## src/rtl/conv_pkg.sv

```systemverilog
// Shared definitions for the convolution datapath: state encoding, default sizes, saturation.
package conv_pkg;

  localparam int unsigned DATA_W_DEF      = 8;
  localparam int unsigned KERNEL_SIZE_DEF = 9;
  localparam int unsigned OUT_W_DEF       = 16;

  localparam logic [1:0] IDLE  = 2'd0;
  localparam logic [1:0] ACCUM = 2'd1;
  localparam logic [1:0] HOLD  = 2'd2;

  // Clip a sign-extended value to the signed range of a w-bit result.
  function automatic logic signed [63:0] saturate(input logic signed [63:0] x,
                                                  input int unsigned w);
    logic signed [63:0] max_v;
    logic signed [63:0] min_v;
    max_v = (64'sd1 <<< (w - 1)) - 64'sd1;
    min_v = -(64'sd1 <<< (w - 1));
    if (x > max_v) begin
      return max_v;
    end else if (x < min_v) begin
      return min_v;
    end else begin
      return x;
    end
  endfunction

endpackage

```

## src/rtl/signed_mul_ext.sv

```systemverilog
// Combinational signed multiply, product sign-extended to the accumulator width.
module signed_mul_ext #(
  parameter int unsigned DATA_W = 8,
  parameter int unsigned ACC_W  = 20
) (
  input  logic signed [DATA_W-1:0] a,
  input  logic signed [DATA_W-1:0] b,
  output logic signed [ACC_W-1:0]  p
);

  localparam int unsigned PROD_W = 2 * DATA_W;

  logic signed [PROD_W-1:0] a_ext;
  logic signed [PROD_W-1:0] b_ext;
  logic signed [PROD_W-1:0] prod;

  assign a_ext = {{DATA_W{a[DATA_W-1]}}, a};
  assign b_ext = {{DATA_W{b[DATA_W-1]}}, b};
  assign prod  = a_ext * b_ext;
  assign p     = {{(ACC_W - PROD_W){prod[PROD_W-1]}}, prod};

endmodule

```

## src/rtl/mac_window_engine.sv

```systemverilog
// Accumulates KERNEL_SIZE signed products per window and hands a saturated sum downstream.
module mac_window_engine
  import conv_pkg::*;
#(
  parameter int unsigned DATA_W      = DATA_W_DEF,
  parameter int unsigned KERNEL_SIZE = KERNEL_SIZE_DEF,
  parameter int unsigned OUT_W       = OUT_W_DEF
) (
  input  logic                     clk,
  input  logic                     rst_n,
  input  logic                     start_mac,
  input  logic                     valid_in,
  input  logic signed [DATA_W-1:0] pixel_in,
  input  logic signed [DATA_W-1:0] weight_in,
  output logic                     in_ready,
  output logic signed [OUT_W-1:0]  result_out,
  output logic                     result_valid,
  input  logic                     result_ready,
  output logic                     sat_flag,
  output logic                     abort_pulse,
  output logic                     busy
);

  localparam int unsigned ACC_W = 2 * DATA_W + $clog2(KERNEL_SIZE);
  localparam int unsigned CNT_W = $clog2(KERNEL_SIZE);

  logic [1:0]              state, state_d;
  logic signed [ACC_W-1:0] acc, acc_d;
  logic [CNT_W-1:0]        cnt, cnt_d;
  logic signed [OUT_W-1:0] result_d;
  logic                    result_valid_d;
  logic                    sat_d;
  logic                    abort_d;
  logic signed [ACC_W-1:0] prod;
  logic signed [ACC_W-1:0] sum;
  logic signed [63:0]      sum_wide;
  logic signed [63:0]      sum_sat;
  logic                    accept;

  signed_mul_ext #(
    .DATA_W(DATA_W),
    .ACC_W (ACC_W)
  ) u_mul (
    .a(pixel_in),
    .b(weight_in),
    .p(prod)
  );

  assign accept   = valid_in && in_ready && start_mac;
  assign sum      = acc + prod;
  assign sum_wide = 64'(sum);
  assign sum_sat  = saturate(sum_wide, OUT_W);

  // State register
  always_ff @(posedge clk or negedge rst_n) begin
    if (!rst_n) begin
      state <= IDLE;
    end else begin
      state <= state_d;
    end
  end

  // Next-state and datapath update
  always_comb begin
    state_d        = state;
    acc_d          = acc;
    cnt_d          = cnt;
    result_d       = result_out;
    result_valid_d = result_valid;
    sat_d          = sat_flag;
    abort_d        = 1'b0;
    case (state)
      IDLE: begin
        if (accept) begin
          acc_d   = prod;
          cnt_d   = CNT_W'(1);
          state_d = ACCUM;
        end
      end
      ACCUM: begin
        // Dropping start_mac abandons the window even if a sample is offered.
        if (!start_mac) begin
          acc_d   = '0;
          cnt_d   = '0;
          abort_d = 1'b1;
          state_d = IDLE;
        end else if (accept) begin
          if (cnt == CNT_W'(KERNEL_SIZE - 1)) begin
            result_d       = OUT_W'(sum_sat);
            sat_d          = (sum_sat != sum_wide);
            result_valid_d = 1'b1;
            acc_d          = '0;
            cnt_d          = '0;
            state_d        = HOLD;
          end else begin
            acc_d = sum;
            cnt_d = cnt + CNT_W'(1);
          end
        end
      end
      HOLD: begin
        if (result_ready) begin
          result_valid_d = 1'b0;
          state_d        = IDLE;
        end
      end
      default: begin
        state_d = IDLE;
      end
    endcase
  end

  // Registered datapath and outputs
  always_ff @(posedge clk or negedge rst_n) begin
    if (!rst_n) begin
      acc          <= '0;
      cnt          <= '0;
      result_out   <= '0;
      result_valid <= 1'b0;
      sat_flag     <= 1'b0;
      abort_pulse  <= 1'b0;
      in_ready     <= 1'b0;
      busy         <= 1'b0;
    end else begin
      acc          <= acc_d;
      cnt          <= cnt_d;
      result_out   <= result_d;
      result_valid <= result_valid_d;
      sat_flag     <= sat_d;
      abort_pulse  <= abort_d;
      in_ready     <= (state_d != HOLD);
      busy         <= (state_d == ACCUM) || (state_d == HOLD);
    end
  end

endmodule

```

## config.mk

```make
export PLATFORM = sky130hd
export DESIGN_NAME = mac_window_engine
export DESIGN_NICKNAME = d
export VERILOG_FILES = /design/src/rtl/conv_pkg.sv /design/src/rtl/signed_mul_ext.sv /design/src/rtl/mac_window_engine.sv
export SDC_FILE = /design/constraint.sdc
export NUM_CORES = 1
export LEC_CHECK = 0
export BUFFER_PORTS_ARGS = -buffer_cell sky130_fd_sc_hd__buf_2
export CAP_MARGIN = 0
export CORE_AREA = 2 2 111 113
export CTS_BUF_LIST = sky130_fd_sc_hd__clkbuf_8
export CTS_CLUSTER_DIAMETER = 100
export DETAILED_ROUTE_END_ITERATION = 8
export DIE_AREA = 0 0 113 115
export PLACE_DENSITY_LB_ADDON = 0.3
export SLEW_MARGIN = 15
export SYNTH_ARGS = -nofsm -noshare
export SYNTH_HDL_FRONTEND = slang
export SYNTH_SLANG_ARGS = --single-unit
export TNS_END_PERCENT = 10
```

## constraint.sdc

```tcl
create_clock -name clk -period 8.11 [get_ports clk]
set_input_delay 0 -clock clk [delete_from_list [all_inputs] [get_ports clk]]
set_output_delay 0 -clock clk [all_outputs]
set_load 0.01 [all_outputs]
```

# After elaboration in Yosys (flattened, before gate mapping)
# Cells that the tools add are included.
[totals]
reg_bits = 47
inputBits = 21
out_inout_bits = 21
elab_cells = 61
[op_classes]
n_addsub = 2
multipliers = 1
magnitude_cmp = 2
eq_ne = 13
mux = 25
n_reduce_logical = 9
[ops]
columns = ["op", "n"]
rows = [
  ["two-way mux 64 bit", 2],
  ["two-way mux 20 bit", 4],
  ["inequality test 64 x 20 -> 1 bit", 1],
  ["case mux 20 bit (2 select lines)", 1],
  ["adder 20 x 16 -> 20 bit", 1],
  ["greater-than comparator 20 x 16 -> 1 bit (second input constant)", 1],
  ["less-than comparator 20 x 16 -> 1 bit (second input constant)", 1],
  ["multiplier 8 x 8 -> 16 bit", 1],
  ["two-way mux 4 bit", 4],
  ["inequality test 2 bit (second input constant)", 6],
  ["two-way mux 2 bit", 5],
  ["case mux 4 bit (2 select lines)", 1],
  ["two-way mux 1 bit", 6],
  ["case mux 2 bit (3 select lines)", 1],
  ["AND reduction 5 bit", 1],
  ["adder 4 x 1 -> 4 bit (second input constant)", 1],
  ["== test 2 x 1 -> 1 bit (second input constant)", 2],
  ["== test 2 bit (second input constant)", 2],
  ["== test 4 bit (second input constant)", 1],
  ["AND reduction 4 bit", 1],
  ["nonzero test 2 bit", 2],
  ["inequality test 3 bit (second input constant)", 1],
  ["AND reduction 3 bit", 1],
  ["logical AND 1 bit", 2],
  ["3 further kinds", 3],
]

# Logic depth before layout (Yosys ltp)
# Gate-level depths: netlist of the first run.
[depth]
ltp_word = 7
depth_mapped = 38
depth_no_buf = 37

# Modules after synthesis
# Synthesis of the first run repeated with hierarchy kept, for this count alone.
[hier_totals]
cells_unflattened = 671
area_unflattened_um2 = 5888.1
[modules_own_cells]
columns = ["module", "n_inst", "cells_per_inst", "area_each_um2", "seq_area_each_um2"]
rows = [
  ["mac_window_engine", 1, 378, 3314.4, 1176.1],
  ["signed_mul_ext", 1, 293, 2573.7, 0.0],
]

# Worst setup path after synthesis of the first run
# Ideal clock, no wire load.
[synth_path]
path_type = "input-to-reg"
from = "in pixel_in[3]"
to = "reg sat_flag"
t_arrival_ns = 7.312
path_slack_ns = 0.668
path_stages = 35
n_path_buf = 0
cell_sequence = "and2_1 > fa_1 > inv_1 > fa_1 > inv_1 > fa_1 > inv_1 > fa_1 > inv_1 > ha_1 > a21oi_1 > nor2b_1 > o21a_1 > o31a_1 > nor2_1 > xnor2_1 > ha_1 > a21o_1 > a21o_2 > a21oi_1 > o31ai_2 > a2111oi_2 > nor2_1 > xor3_2 > or3_4 > ha_1 > nor2_1 > nand3_1 > nor4_1 > nand4_1 > or4_1 > nor4b_1 > nand3b_1 > o22ai_1 > a31oi_1"
[synth_between]
elab_chain_len = 6
elab_cells_between_ends = 7
cone_classes = "add/sub: 1; mul: 1; order compare: 2; eq/ne: 1; mux: 2"
[synth_rtl]
columns = ["item", "line_no", "source"]
rows = [
  ["start: declaration", "mac_window_engine.sv:13", "input logic signed [DATA_W-1:0] pixel_in,"],
  ["multiplier 8 x 8 -> 16 bit *", "signed_mul_ext.sv:19", "assign prod = a_ext * b_ext;"],
  ["adder 20 x 16 -> 20 bit *", "mac_window_engine.sv:50", "assign sum = acc + prod;"],
  ["less-than comparator 20 x 16 -> 1 bit", "conv_pkg.sv:21", "end else if (x < min_v) begin"],
  ["two-way mux 64 bit", "conv_pkg.sv:21", ""],
  ["two-way mux 64 bit", "conv_pkg.sv:19", "if (x > max_v) begin"],
  ["inequality test 64 x 20 -> 1 bit *", "mac_window_engine.sv:90", "sat_d = (sum_sat != sum_wide);"],
  ["end signal: assignment", "mac_window_engine.sv:129", "sat_flag <= sat_d;"],
  ["end: declaration", "mac_window_engine.sv:19", "output logic sat_flag,"],
]
# Mark *: on every way between the ends. The rest lies on a longest branch, timed or not.
# A chain may end at the register's enable or synchronous reset.

# Worst setup path in the final report of the first run
# Same ends and word-level chain as after synthesis.

==> results of run 1 <==
==> sequential cells by signal, indices dropped and copies added, names as in the netlist <==
signal        count
result_out       16
abort_pulse       1
busy              1
state             2
in_ready          1
result_valid      1
cnt               4
sat_flag          1
acc              20
==> repair_timing <==
item                                    in CTS  in global routing
hold buffers                                 3                  0
buffers inserted                             0                  0
hold endpoints to repair                    50                  0
endpoints found under the setup margin       0                  1
resized for setup                            0                  5
==> final cells by class <==
cell class | count | area share [%]
repair buffers | 52 | 4.75
flip-flops and latches | 47 | 18.8
clock inverters | 2 | 0.220
well taps | 147 | 2.94
inverters | 101 | 6.05
clock buffers | 6 | 1.32
multi-input cells | 472 | 65.9
==> routing by layer <==
layer	global-route usage, %	routed length (um)	up-vias
met5	0	0	-
met4	3.50	78	0
met3	2.42	224	8
met2	34.8	6290	54
met1	26.5	5670	2265
li1	-	-	2189
==> path summary, 6_finish.rpt <==
check / start / endpoint / cells past startpoint
setup reg to reg: acc[0]$_DFFE_PN0P_ / sat_flag$_DFFE_PN0P_ / 21
setup / recovery: pixel_in[3] / sat_flag$_DFFE_PN0P_ / 36
hold reg to reg: result_out[15]$_DFFE_PN0P_ / result_out[15]$_DFFE_PN0P_ / 2
hold / removal: valid_in / state[0]$_DFF_PN0_ / 5
max in group asynchronous: rst_n / acc[9]$_DFFE_PN0P_ / 2
min in group asynchronous: rst_n / result_out[1]$_DFFE_PN0P_ / 2
==> synthesized netlist by cell type, types with 3 or more instances <==
master	n	area, um^2
a21o_1	8	60.1
o21ai_1	4	20.0
o21a_1	6	45.0
ha_1	54	676
nand2_1	35	131
o22ai_1	3	18.8
inv_1	100	375
dfrtp_1	47	1180
and2_1	55	344
nand3_1	5	25.0
a21oi_1	31	155
nor2b_1	11	68.8
a31oi_1	4	25.0
and3_1	3	18.8
fa_1	56	1120
xor2_1	14	123
nand2b_1	8	50.1
a211oi_1	3	22.5
a221oi_1	8	70.1
nand4_1	4	25.0
o22a_1	18	158
o21ai_0	22	110
nor2_1	61	229
xnor2_1	17	149
clkbuf_1	7	26.3
==> cell families (layout without fill, tap and decap cells) <==
group	Yosys count	count (layout)	share of synthesized area [%]
simple gates	198	198	18.3
xor+xnor	32	32	5.15
fa+ha+maj	110	110	31.2
flops	47	47	20.4
buf+inv	114	161	8.32
mux	2	2	0.369
compound gates	130	130	16.2
==> metrics by stage <==
step                setup slack (ns)  hold slack [ns]
floorplan                      0.668           -0.296
global placement               0.279            0.242
detailed placement           -0.0307            0.261
CTS                            0.262            0.236
global route                 -0.0382            0.304
finish                         0.442            0.228
==> worst max-delay path, delay by kind of cell <==
kind	cells	cell delay, ns
xor+xnor	2	0.56
buf+inv	5	0.36
simple gates	12	2.21
fa+ha+maj	7	2.91
compound gates	10	1.77
==> impl_metrics.ini, run 1 <==
[synthesis]
yosys_warnings = 0
netlist_instances = 633
synth-edff-count = 0
synth-async-reset-ratio_pct = 100
synthFlopType = dfrtp_1
synth_cell_type_count = 67
seq_area_frac_synth_pct = 20.4
syn_area_um2 = 5760
synth-seq-cells = 47
avgSynthCellArea_um2 = 9.10
synth_fp_nets = 764

[sta]
hold_viol_final = 0
slew_headroom_pct = 23.3
period_share_pct = 94.6
finalClockSkew_ns = 0.0128
timing.fmax_ghz = 0.130
tightest_slew_ns = 1.15
slew_viol_final = 0
setup_viol = 0
setup_tns_ns = 0
period_needed_ns = 7.67

[status]
outcome = completed

[finish]
syn_to_final_growth_pct = 8.78
multiInputGateArea_um2 = 4130
stdcell_area_um2 = 6260
finalNonFillerCells = 827
n_fill_cell = 1077
layout_commonest_cell = inv_1
nets = 810
final_cell_mix = 100 x inv_1, 60 x nor2_1, 56 x fa_1
seq_area_um2 = 1180
fin_util_pct = 53.0
drive_gt1_share_pct = 12.2
insertedDiodeCount = 0

[detailed_routing]
drt_iter0_drc = 226
drt_first_pass_iters = 5
ant_nets = 0
drt-total-wl_um = 12300
vias = 4516
viasPerCell = 5.46
drcViolationCount = 0
wl_per_cell_um = 14.8

[clock_tree]
cts-buffers-inserted = 5
tritoncts = done
cts_root_buf = clkbuf_8
clkTransAtPathRegs_ns = 0.10
ctsHtreeMaxLevel = 2
numClockSinks = 47
cts_buffer_depth = 2
insertion_delay_ns = 0.31

[worst_setup_path]
critPathKind = primary input to register
path_max_fanout = 8
end_kind = register
cp-start-kind = primary input
cp_slowest_cell = fa_1
crit_required_ns = 8.26
arrival_ns = 7.82
rrSetupSlack_ns = 3.13
cpPeakStageDelay_ns = 0.55

[placed_design]
routabilityCongestion = 0.933
detailed_place_hpwl_um = 9950
place_area_um2 = 6110
numPortBuffers = 41
dp_cells = 816

[global_routing]
grt_max_degree = 48
grt_overflow = 0
grt_pass1_vias = 4555
antenna_found_initial = 0
grt_pass1_wl_um = 21000
grtUsageTotal_pct = 19.7

[floorplan]
pin_count = 42
dieArea_um2 = 13000
start_util_pct = 48.7
die_h_um = 115
die_w_um = 113
core_um2 = 11800
rows = 40

[min_path]
holdCritPathClass = primary input to register

[flow_run]
cap_violations = 0
Power of run 1 is left out: the tool's default activity adds up to more than one toggle a clock period on the data nets, which glitch-free logic cannot reach.
==> run 2: changes to the inputs <==
- CORE_AREA: 2 2 111 113 -> 2 2 91 137
- DIE_AREA: 0 0 113 115 -> 0 0 93 139
==> run 2 against run 1 <==
  * Global-route usage up 0.97 points
  * Die area down 0.52%
  * Worst hold slack worse by 0.017 ns
  * Non-clock buffer count up 2
  * Final cell count up 0.97%
  * Critical path type unchanged
  * Largest cell class unchanged
==> impl_metrics.ini, run 2 (synthesized netlist as in run 1, its figures left out) <==
[status]
outcome = completed

[finish]
syn_to_final_growth_pct = 10.5
top_regs = acc (20), result_out (16), cnt (4)
largest_reg_flops = 20
n_fill_cell = 1126
finalNonFillerCells = 835
layout_commonest_cell = inv_1
final_cell_mix = 99 x inv_1, 59 x nor2_1, 55 x and2_1, 55 x fa_1, 50 x ha_1
nets = 812
insertedDiodeCount = 0
seq_area_um2 = 1180
multiInputGateArea_um2 = 4190
largest-register = acc
drive_gt1_share_pct = 13.8

[flow_run]
cap_violations = 0

[sta]
rsz0062_at_grt = false
setup_viol = 0
slew_viol_final = 0
setup_tns_ns = 0
tightest_slew_ns = 1.10
slew_headroom_pct = 26.6
timing.fmax_ghz = 0.131
period_needed_ns = 7.65
period_share_pct = 94.4
finalClockSkew_ns = 0.0127
hold_viol_final = 0

[clock_tree]
cts_buffer_depth = 2
post-cts-setup-buffers = 0
tritoncts = done
ctsHtreeMaxLevel = 2
clkTransAtPathRegs_ns = 0.09
cts-buffers-inserted = 5
numClockSinks = 47
cts_root_buf = clkbuf_8
insertion_delay_ns = 0.32

[detailed_routing]
vias = 4514
drt_iter0_drc = 183
drcViolationCount = 0
drt-total-wl_um = 12600
viasPerCell = 5.41
drt_first_pass_iters = 4
ant_nets = 0
wl_per_cell_um = 15.1

[floorplan]
pin_count = 42
core_um2 = 11800
start_util_pct = 48.9
die_w_um = 93
die_h_um = 139
rows = 49
dieArea_um2 = 12900

[worst_setup_path]
arrival_ns = 7.80
cpPeakStageDelay_ns = 0.61
path_max_fanout = 8
critPathKind = primary input to register
cp_slowest_cell = fa_2
r2r-end = sat_flag$_DFFE_PN0P_
end_kind = register
r2r_cells = 21
crit_required_ns = 8.25
cp-start-kind = primary input
rrSetupSlack_ns = 2.95
r2r_start = acc[0]$_DFFE_PN0P_

[placed_design]
numPortBuffers = 41
routabilityCongestion = 0.896
dp_cells = 824
detailed_place_hpwl_um = 10600

[global_routing]
met1_usage_pct = 23.3
grt_use_met3_pct = 2.17
antenna_found_initial = 0
grt_util_met2_pct = 38.9
grt_overflow = 0
grt_pass1_vias = 4738
grt_pass1_wl_um = 21700
grt_max_degree = 48
grtUsageTotal_pct = 20.7
top_usage_layer = met2

[min_path]
holdCritPathClass = primary input to register
hold_path_end = state[0]$_DFF_PN0_
min_path_cells = 5
hp-start = valid_in
==> run 2: changes by cell type in the layout (fill, tap and decap cells not counted), sizes merged <==
cell / before / now
clkbuf: 6 / 5
bufinv: 0 / 1
clkinv: 1 / 2
inv: 102 / 101
buf: 49 / 51
==> run 2: final cells by class <==
cell class / count / share of cell area [%]
clock inverters: 3 / 0.689
inverters: 101 / 5.96
clock buffers: 5 / 1.08
well taps: 153 / 3.01
multi-input cells: 472 / 65.8
flip-flops and latches: 47 / 18.5
repair buffers: 54 / 4.92
==> run 2: worst max path at each step <==
stage / startpoint / to / slack, ns / cells past startpoint
2_1_floorplan: pixel_in[3] / sat_flag$_DFFE_PN0P_ / 0.67 / 35
3_3_place_gp: pixel_in[3] / sat_flag$_DFFE_PN0P_ / 0.27 / 36
3_5_place_dp: pixel_in[0] / sat_flag$_DFFE_PN0P_ / 0.07 / 35
4_1_cts: pixel_in[0] / sat_flag$_DFFE_PN0P_ / 0.36 / 35
5_1_grt: pixel_in[7] / sat_flag$_DFFE_PN0P_ / 0.007 / 37
6_report: weight_in[3] / sat_flag$_DFFE_PN0P_ / 0.46 / 34
==> run 2: stage by stage <==
step	setup slack, ns	cell area, um^2	hold WS [ns]	utilization, %
2_1_floorplan	0.668	5760	-0.296	-
3_3_place_gp	0.268	6130	0.253	52.1
3_5_place_dp	0.0666	6130	0.249	52.1
4_1_cts	0.361	6270	0.207	53.3
5_1_grt	0.00705	6360	0.271	54.0
6_report	0.455	6360	0.210	54.0
==> run 2: routing by layer <==
metal | routed length (um) | vias to the layer above | share of wire (%)
met5 | 0 | - | 0
met4 | 400 | 0 | 3.2
met3 | 410 | 31 | 3.3
met2 | 6900 | 99 | 55
met1 | 4870 | 2196 | 39
li1 | - | 2188 | -
==> run 2: repair_timing <==
action	4_1_cts	5_1_grt
resized for setup	0	16
hold buffers	3	0
hold endpoints to repair	50	0
endpoints found under the setup margin	0	1
==> run 2: worst max-delay path: cells and delay by family <==
kind,cells,cell delay [ns]
AOI/OAI and AO/OA,8,1.09
buffers and inverters,4,0.46
xor gates and xnor gates,1,0.27
adders and majority gates,7,3.12
and+or+nand+nor,14,2.85
Power of run 2 is left out for the same reason.
